### src/rtl/fetch_burst_master.sv
// fetch_burst_master: instruction-fetch burst initiator with an in-order instruction FIFO.
//   Issues BURST_ACC-sized read bursts from the fetch PC whenever the FIFO can hold
//   the whole burst. Buffered words are presented to decode with their PC via a
//   valid/ready handshake. A redirect aborts any burst, flushes the FIFO and reloads the PC.
// Ports:
//   clk, rst_n (async, active low)
//   redirect, redirect_pc          : branch redirect (low two PC bits forced to 0)
//   mem_addr, mem_en, mem_wren,
//   mem_acc_size, mem_d_out,
//   mem_busy                       : main-memory burst read interface
//   inst_valid, inst_ready,
//   inst_data, inst_pc             : FIFO head to decode
//   fifo_count                     : FIFO occupancy, 0..FIFO_DEPTH
// Optional build macro FETCH_PERF_CNT_EN adds perf_bursts, perf_stall, busy_err.
module fetch_burst_master #(
  parameter int unsigned             ADDRESS_SIZE  = 32,
  parameter int unsigned             DATA_SIZE     = 32,
  parameter int unsigned             FIFO_DEPTH    = 16,
  parameter logic [1:0]              BURST_ACC     = 2'b01,
  parameter logic [ADDRESS_SIZE-1:0] START_ADDRESS = 32'h8002_0000
) (
  input  logic                          clk,
  input  logic                          rst_n,
  input  logic                          redirect,
  input  logic [ADDRESS_SIZE-1:0]       redirect_pc,
  output logic [ADDRESS_SIZE-1:0]       mem_addr,
  output logic                          mem_en,
  output logic                          mem_wren,
  output logic [1:0]                    mem_acc_size,
  input  logic [DATA_SIZE-1:0]          mem_d_out,
  input  logic                          mem_busy,
  output logic                          inst_valid,
  input  logic                          inst_ready,
  output logic [DATA_SIZE-1:0]          inst_data,
  output logic [ADDRESS_SIZE-1:0]       inst_pc,
  output logic [$clog2(FIFO_DEPTH):0]   fifo_count
`ifdef FETCH_PERF_CNT_EN
  ,
  output logic [31:0]                   perf_bursts,
  output logic [31:0]                   perf_stall,
  output logic                          busy_err
`endif
);

  localparam int unsigned BURST_LEN = (BURST_ACC == 2'b00) ? 1 :
                                      (BURST_ACC == 2'b01) ? 4 :
                                      (BURST_ACC == 2'b10) ? 8 : 16;
  localparam int unsigned PTR_W = $clog2(FIFO_DEPTH);
  localparam int unsigned CNT_W = PTR_W + 1;
  localparam logic [CNT_W-1:0]        SPACE_LIMIT = CNT_W'(FIFO_DEPTH - BURST_LEN);
  localparam logic [3:0]              LAST_CAP    = 4'(BURST_LEN - 1);
  localparam logic [ADDRESS_SIZE-1:0] BURST_BYTES = ADDRESS_SIZE'(4 * BURST_LEN);

  typedef enum logic [1:0] {
    ST_IDLE  = 2'd0,
    ST_BURST = 2'd1,
    ST_GAP   = 2'd2
  } state_t;

  state_t                    state_q, state_d;
  logic [ADDRESS_SIZE-1:0]   fetch_pc_q, fetch_pc_d;
  logic [ADDRESS_SIZE-1:0]   mem_addr_q, mem_addr_d;
  logic                      mem_en_q, mem_en_d;
  logic [3:0]                cap_cnt_q, cap_cnt_d;
  logic [PTR_W-1:0]          wr_ptr_q, wr_ptr_d;
  logic [PTR_W-1:0]          rd_ptr_q, rd_ptr_d;
  logic [CNT_W-1:0]          count_q, count_d;
  logic [DATA_SIZE-1:0]      data_q [FIFO_DEPTH];
  logic [DATA_SIZE-1:0]      data_d [FIFO_DEPTH];
  logic [ADDRESS_SIZE-1:0]   pc_q   [FIFO_DEPTH];
  logic [ADDRESS_SIZE-1:0]   pc_d   [FIFO_DEPTH];

  logic push, pop, launch, space_ok;
  logic [1:0] unused_pc_lsb;

  assign unused_pc_lsb = redirect_pc[1:0];
  assign space_ok      = (count_q <= SPACE_LIMIT);

  assign mem_addr     = mem_addr_q;
  assign mem_en       = mem_en_q;
  assign mem_wren     = 1'b0;
  assign mem_acc_size = BURST_ACC;
  assign inst_valid   = (count_q != '0);
  assign inst_data    = data_q[rd_ptr_q];
  assign inst_pc      = pc_q[rd_ptr_q];
  assign fifo_count   = count_q;

  always_comb begin
    state_d    = state_q;
    fetch_pc_d = fetch_pc_q;
    mem_addr_d = mem_addr_q;
    mem_en_d   = mem_en_q;
    cap_cnt_d  = cap_cnt_q;
    wr_ptr_d   = wr_ptr_q;
    rd_ptr_d   = rd_ptr_q;
    count_d    = count_q;
    data_d     = data_q;
    pc_d       = pc_q;
    push       = 1'b0;
    launch     = 1'b0;
    pop        = inst_valid && inst_ready && !redirect;

    case (state_q)
      ST_IDLE: begin
        if (!redirect && space_ok) begin
          launch     = 1'b1;
          mem_addr_d = fetch_pc_q;
          mem_en_d   = 1'b1;
          cap_cnt_d  = '0;
          state_d    = ST_BURST;
        end
      end
      ST_BURST: begin
        // Every BURST edge captures the word presented after the previous edge.
        push      = 1'b1;
        cap_cnt_d = cap_cnt_q + 4'd1;
        if (cap_cnt_q == LAST_CAP) begin
          fetch_pc_d = fetch_pc_q + BURST_BYTES;
          mem_en_d   = 1'b0;
          state_d    = ST_GAP;
        end
      end
      ST_GAP:  state_d = ST_IDLE;
      default: state_d = ST_IDLE;
    endcase

    if (push) begin
      data_d[wr_ptr_q] = mem_d_out;
      pc_d[wr_ptr_q]   = mem_addr_q + ADDRESS_SIZE'({cap_cnt_q, 2'b00});
      wr_ptr_d         = wr_ptr_q + PTR_W'(1);
    end
    if (pop) begin
      rd_ptr_d = rd_ptr_q + PTR_W'(1);
    end
    if (push && !pop) begin
      count_d = count_q + CNT_W'(1);
    end else if (!push && pop) begin
      count_d = count_q - CNT_W'(1);
    end

    // Redirect overrides everything above; any data written this edge is orphaned.
    if (redirect) begin
      fetch_pc_d = {redirect_pc[ADDRESS_SIZE-1:2], 2'b00};
      mem_en_d   = 1'b0;
      state_d    = ST_GAP;
      wr_ptr_d   = '0;
      rd_ptr_d   = '0;
      count_d    = '0;
    end
  end

  always_ff @(posedge clk or negedge rst_n) begin
    if (!rst_n) begin
      state_q    <= ST_IDLE;
      fetch_pc_q <= START_ADDRESS;
      mem_addr_q <= START_ADDRESS;
      mem_en_q   <= 1'b0;
      cap_cnt_q  <= '0;
      wr_ptr_q   <= '0;
      rd_ptr_q   <= '0;
      count_q    <= '0;
      for (int unsigned i = 0; i < FIFO_DEPTH; i++) begin
        data_q[i] <= '0;
        pc_q[i]   <= '0;
      end
    end else begin
      state_q    <= state_d;
      fetch_pc_q <= fetch_pc_d;
      mem_addr_q <= mem_addr_d;
      mem_en_q   <= mem_en_d;
      cap_cnt_q  <= cap_cnt_d;
      wr_ptr_q   <= wr_ptr_d;
      rd_ptr_q   <= rd_ptr_d;
      count_q    <= count_d;
      data_q     <= data_d;
      pc_q       <= pc_d;
    end
  end

`ifdef FETCH_PERF_CNT_EN
  logic [31:0] perf_bursts_q, perf_bursts_d;
  logic [31:0] perf_stall_q, perf_stall_d;
  logic        busy_err_q, busy_err_d;

  always_comb begin
    perf_bursts_d = perf_bursts_q;
    perf_stall_d  = perf_stall_q;
    busy_err_d    = busy_err_q;
    if (launch) begin
      perf_bursts_d = perf_bursts_q + 32'd1;
    end
    if (state_q == ST_IDLE && !mem_en_q && !space_ok) begin
      perf_stall_d = perf_stall_q + 32'd1;
    end
    if (state_q == ST_BURST && !mem_busy && cap_cnt_q < LAST_CAP) begin
      busy_err_d = 1'b1;
    end
  end

  always_ff @(posedge clk or negedge rst_n) begin
    if (!rst_n) begin
      perf_bursts_q <= '0;
      perf_stall_q  <= '0;
      busy_err_q    <= 1'b0;
    end else begin
      perf_bursts_q <= perf_bursts_d;
      perf_stall_q  <= perf_stall_d;
      busy_err_q    <= busy_err_d;
    end
  end

  assign perf_bursts = perf_bursts_q;
  assign perf_stall  = perf_stall_q;
  assign busy_err    = busy_err_q;
`else
  logic unused_mem_busy;
  assign unused_mem_busy = mem_busy;
`endif

endmodule

### config.mk
export PLATFORM = sky130hd
export DESIGN_NAME = fetch_burst_master
export DESIGN_NICKNAME = d
export VERILOG_FILES = /design/src/rtl/fetch_burst_master.sv
export SDC_FILE = /design/constraint.sdc
export NUM_CORES = 2
export LEC_CHECK = 0
export CAP_MARGIN = 20
export CORE_MARGIN = 2
export CORE_UTILIZATION = 60
export DETAILED_ROUTE_END_ITERATION = 10
export PLACE_DENSITY_LB_ADDON = 0.15
export SKIP_LAST_GASP = 1
export SYNTH_ARGS = -nofsm -noshare
export SYNTH_HDL_FRONTEND = slang
export SYNTH_SLANG_ARGS = --single-unit
### constraint.sdc
create_clock -name clk -period 3.9 [get_ports clk]
set_input_delay 1.17 -clock clk [delete_from_list [all_inputs] [get_ports clk]]
set_output_delay 1.17 -clock clk [all_outputs]
set_load 0.03 [all_outputs]
==> results by stage <==
Placement:
- At the end of routability-driven placement, the weighted congestion stood at 0.804.
- The cell count after placement is 4,554.
- The number of buffers added on ports is 164.
- Detailed placement ended at an HPWL of 68,200 um.

Floorplanning:
- The total area inside the core boundary comes to 78,900 sq um.
- In this run the vertical extent of the chip is 286 um.
- The row count is 103.
- The die covers 81,900 sq um.
- 175 I/O pins were placed.
- From left edge to right edge, the die measures 286 um.
- The starting density of the core is 0.606.

STA:
- The number of failing hold endpoints at the final stage is 0.
- Subtracting the final worst setup slack from the clock period gives 4050 ps.
- The headroom to the max-slew limit is 0.283.
- Setup repair after global routing could not meet its margin everywhere.
- Across all hold checks on the routed design, the worst slack comes to 475 ps.
- The number of max-slew violations in the final report was 0.
- For the pin with the worst max-slew slack, the measured transition is 1070 ps.
- The final period utilization is 1.04.
- The number of setup violations in the final report is 61.
- Clock skew on the completed layout was measured at 23.4 ps.
- The maximum clock frequency is 247 MHz.
- Across all setup checks in the final design, the least slack found is -154 ps.

Finish:
- The non-filler instance count after layout is 4,781.
- The fraction of layout cells with a size suffix above 1 is 0.321.
- The area added between synthesis and finish is 15.1%.
- The net count of the finished layout is 3,729.

Power:
- The worst-case IR drop observed on VDD is 601 uV.
- Of the total power, registers draw 0.387.
- Overall power consumption after layout is estimated at 34.4 mW.
- The cell leakage power is 23.3 nW.
- The share of total power dissipated in the clock network is 0.316.
- The analysis attributes to net switching a power of 10.6 mW.
- Of the total power, combinational logic draws 0.297.
- The internal cell power is 23.8 mW.
- The switching power as a share of total power is 0.308.
- Power spread over the standard cell area amounts to 625 nW/um^2.

Synth:
- The sequential fraction of the synthesis area is 0.562.
- The leading register cell type out of synthesis is dfrtp_1.
- Yosys mapped a number of flops with a built-in enable equal to 0.
- Synthesis produced a netlist whose cell count is 3,524.
- The synthesized area per cell is 13.6 sq um.
- The mapped netlist covers 47,800 sq um.
- The number of unique standard cell types used by synthesis is 57.
- Synthesis inferred 1,072 register bits.
- The share of synthesized flip-flops with an asynchronous set or reset is 1.00.
- The Yosys warning count is 0.

Worst setup path:
- In this run the worst path has a maximum fanout of 12.
- The required time of the worst setup path is 2730 ps.
- The category of the critical setup timing path is register to primary output.
- The element type at the critical path start is a register.
- The critical path data arrival time is 2880 ps.
- The kind of end point of the critical path is a primary output.

Routing:
- The number of design rule violations left after detail routing is 0.
- The final route contains 30.0k vias.
- The detailed router finished its first iteration with 2,193 violations.
- Using the TritonRoute via totals, the vias-per-cell ratio works out to 6.27.
- The first-pass iteration count of the detailed router is 6.
- The detailed-route wire length is 118,000 um.
- Once detail routing completed, the nets flagged for antenna violations numbered 0.
- In the final routed layout, each cell accounts on average for 24.7 um.

Job:
- The max capacitance violation total is 0.

Global route:
- The via count of the first global-routing pass is 32.2k.
- Entering global routing, the biggest net connects 104 pins.
- The total overflow left after global routing is 0.
- The initial antenna violation count is 1.
- For this run, the total global-route usage over all layers was measured as 0.297.
- The global-route wire length before repair is 186,000 um.

CTS:
- The CTS tree is yes.
- The count of hold buffers inserted by post-cts repair is 0.
- The buffer cell driving the clock tree root is clkbuf_16.
- The clock transition at the registers of the reported paths is 60 ps.
- The number of levels the H-tree was split into is 3.
- Counting every sink on the clock net gives 1,072.
- The later pin in the worst-skew pair is clocked with a latency of 670 ps.
- The number of CTS-inserted buffers is 108.
- The deepest clock path buffer count is 3.

Outcome:
- The final reports fail on setup timing.
- The flow ran to the end, but the final reports show violations.

Min path:
- The worst hold path class is register to register.
## layout by cell type (no fill, tap or decap), types with 17 or more instances in the layout
master           Yosys  layout
xor2_1              33      33
mux2_1              89      89
mux2_2             467     467
buf_12               0      40
xnor2_1             29      29
o21ai_0            476     476
clkbuf_16            0     111
clkinv_2             0      23
nand2_1            527     519
buf_4                7     152
clkbuf_1           182      21
dfrtp_1           1068    1064
nor2_1              17      17
clkdlybuf4s50_1      0     100
mux4_2             310     310
nand4_1             19      19
nand3_1             24      24
o21ai_1             27      27
clkbuf_8             0      17
## registers in the layout, indices dropped and copies added, names as in the netlist
register / count
mem_en: 1
state_q: 2
mem_addr: 30
rd_ptr_q: 4
data_q: 512
fifo_count: 5
wr_ptr_q: 4
pc_q: 480
fetch_pc_q: 30
cap_cnt_q: 4
## area by class of cell
cell class | instances | area (sq um)
Fill cell | 5264 | 23900
Sequential cell | 1072 | 26800
Inverter | 16 | 60.1
Clock buffer | 149 | 3090
Clock inverter | 48 | 666
Multi-Input combinational cell | 2135 | 19600
Tap cell | 1050 | 1310
Timing Repair Buffer | 310 | 3360
Antenna cell | 1 | 2.50
## logic make-up (layout without fill, tap and decap cells)
kind of cell               after synthesis  count (layout)  synth area share
AOI/OAI and AO/OA                      521             521            0.0552
xor gates and xnor gates                64              64            0.0120
adders and majority gates               17              17           0.00477
buffers and inverters                  322             523            0.0294
DFF                                   1072            1072             0.562
muxes                                  869             869             0.278
other                                    2               8          0.000157
and+or+nand+nor                        657             657            0.0589
## metrics by stage
step,TNS [ps],cell area (sq um),setup slack [ps],utilization
after floorplan,0,47800,583,-
after global placement,0,50700,218,0.643
after detailed placement,0,50700,164,0.643
after CTS,-7110,54900,-175,0.696
after global routing,-8180,55000,-190,0.697
final,-4920,55000,-154,0.697
## power by group through the flow
stage / Sequential (mW) / Combinational (mW) / Clock, mW
2_1_floorplan: 13.5 / 6.15 / 0
3_3_place_gp: 13.4 / 9.55 / 0
3_5_place_dp: 13.5 / 9.77 / 0
4_1_cts: 13.3 / 10.2 / 11.0
5_1_grt: 13.4 / 10.9 / 11.5
6_report: 13.3 / 10.2 / 10.9
## routing by layer
layer / wire [um] / vias to the layer above / track usage
li1: - / 12936 / -
met1: 47400 / 15749 / 0.400
met2: 59600 / 1021 / 0.500
met3: 7010 / 254 / 0.0452
met4: 3950 / 0 / 0.106
met5: 0 / - / 0
## what timing repair did
item	in CTS	in global routing
gates resized for setup	13	2
setup endpoints to repair	62	62
cloned	5	0
buffers inserted	18	4
## worst max-delay path, cell delays in order (launching register included)
cell and delay, ps:
dfrtp_4 470, buf_12 210, buf_4 160, buf_16 130, mux4_2 510, mux4_2 530
buf_4 190
## Yosys cell counts, drive strengths merged, types with 2 or more instances
| library cell | n | area [sq um] |
|---|---|---|
| and3 | 7 | 43.8 |
| or4 | 2 | 15.0 |
| conb | 2 | 7.51 |
| inv | 16 | 60.1 |
| mux2i | 3 | 30.0 |
| ha | 15 | 188 |
| mux2 | 556 | 6260 |
| buf | 119 | 638 |
| nor3 | 10 | 66.3 |
| or3 | 3 | 18.8 |
| nor2 | 17 | 63.8 |
| clkbuf | 187 | 708 |
| nand2 | 535 | 2050 |
| a21o | 3 | 22.5 |
| o21ai | 503 | 2520 |
| nand4b | 2 | 17.5 |
| nor3b | 5 | 53.8 |
| and4 | 6 | 55.1 |
| dfrtp | 1068 | 26700 |
| and2 | 2 | 12.5 |
| nor2b | 2 | 12.5 |
| nand2b | 3 | 18.8 |
| xor2 | 33 | 289 |
| xnor2 | 31 | 287 |
| dfstp | 4 | 105 |
| nor4 | 13 | 81.3 |
| nand3 | 24 | 120 |
| or2 | 2 | 12.5 |
| a21oi | 9 | 45.0 |
| nand4 | 21 | 144 |
| mux4 | 310 | 6980 |
| fa | 2 | 40.0 |
## path summary, 6_finish.rpt
path | startpoint | end | slack [ps] | cells after the start
min in group asynchronous | rst_n | data_q[505] | 510 | 1
worst min register to register | pc_q[4] | pc_q[4] | 470 | 2
worst min-delay path | pc_q[4] | pc_q[4] | 470 | 2
worst max register to register | fifo_count[1] | fifo_count[4] | 550 | 9
max in group asynchronous | rst_n | data_q[63] | 2270 | 3
worst max-delay path | rd_ptr_q[0] | inst_data[8] | -150 | 6
No activity file was read; power rests on OpenSTA's default activity.
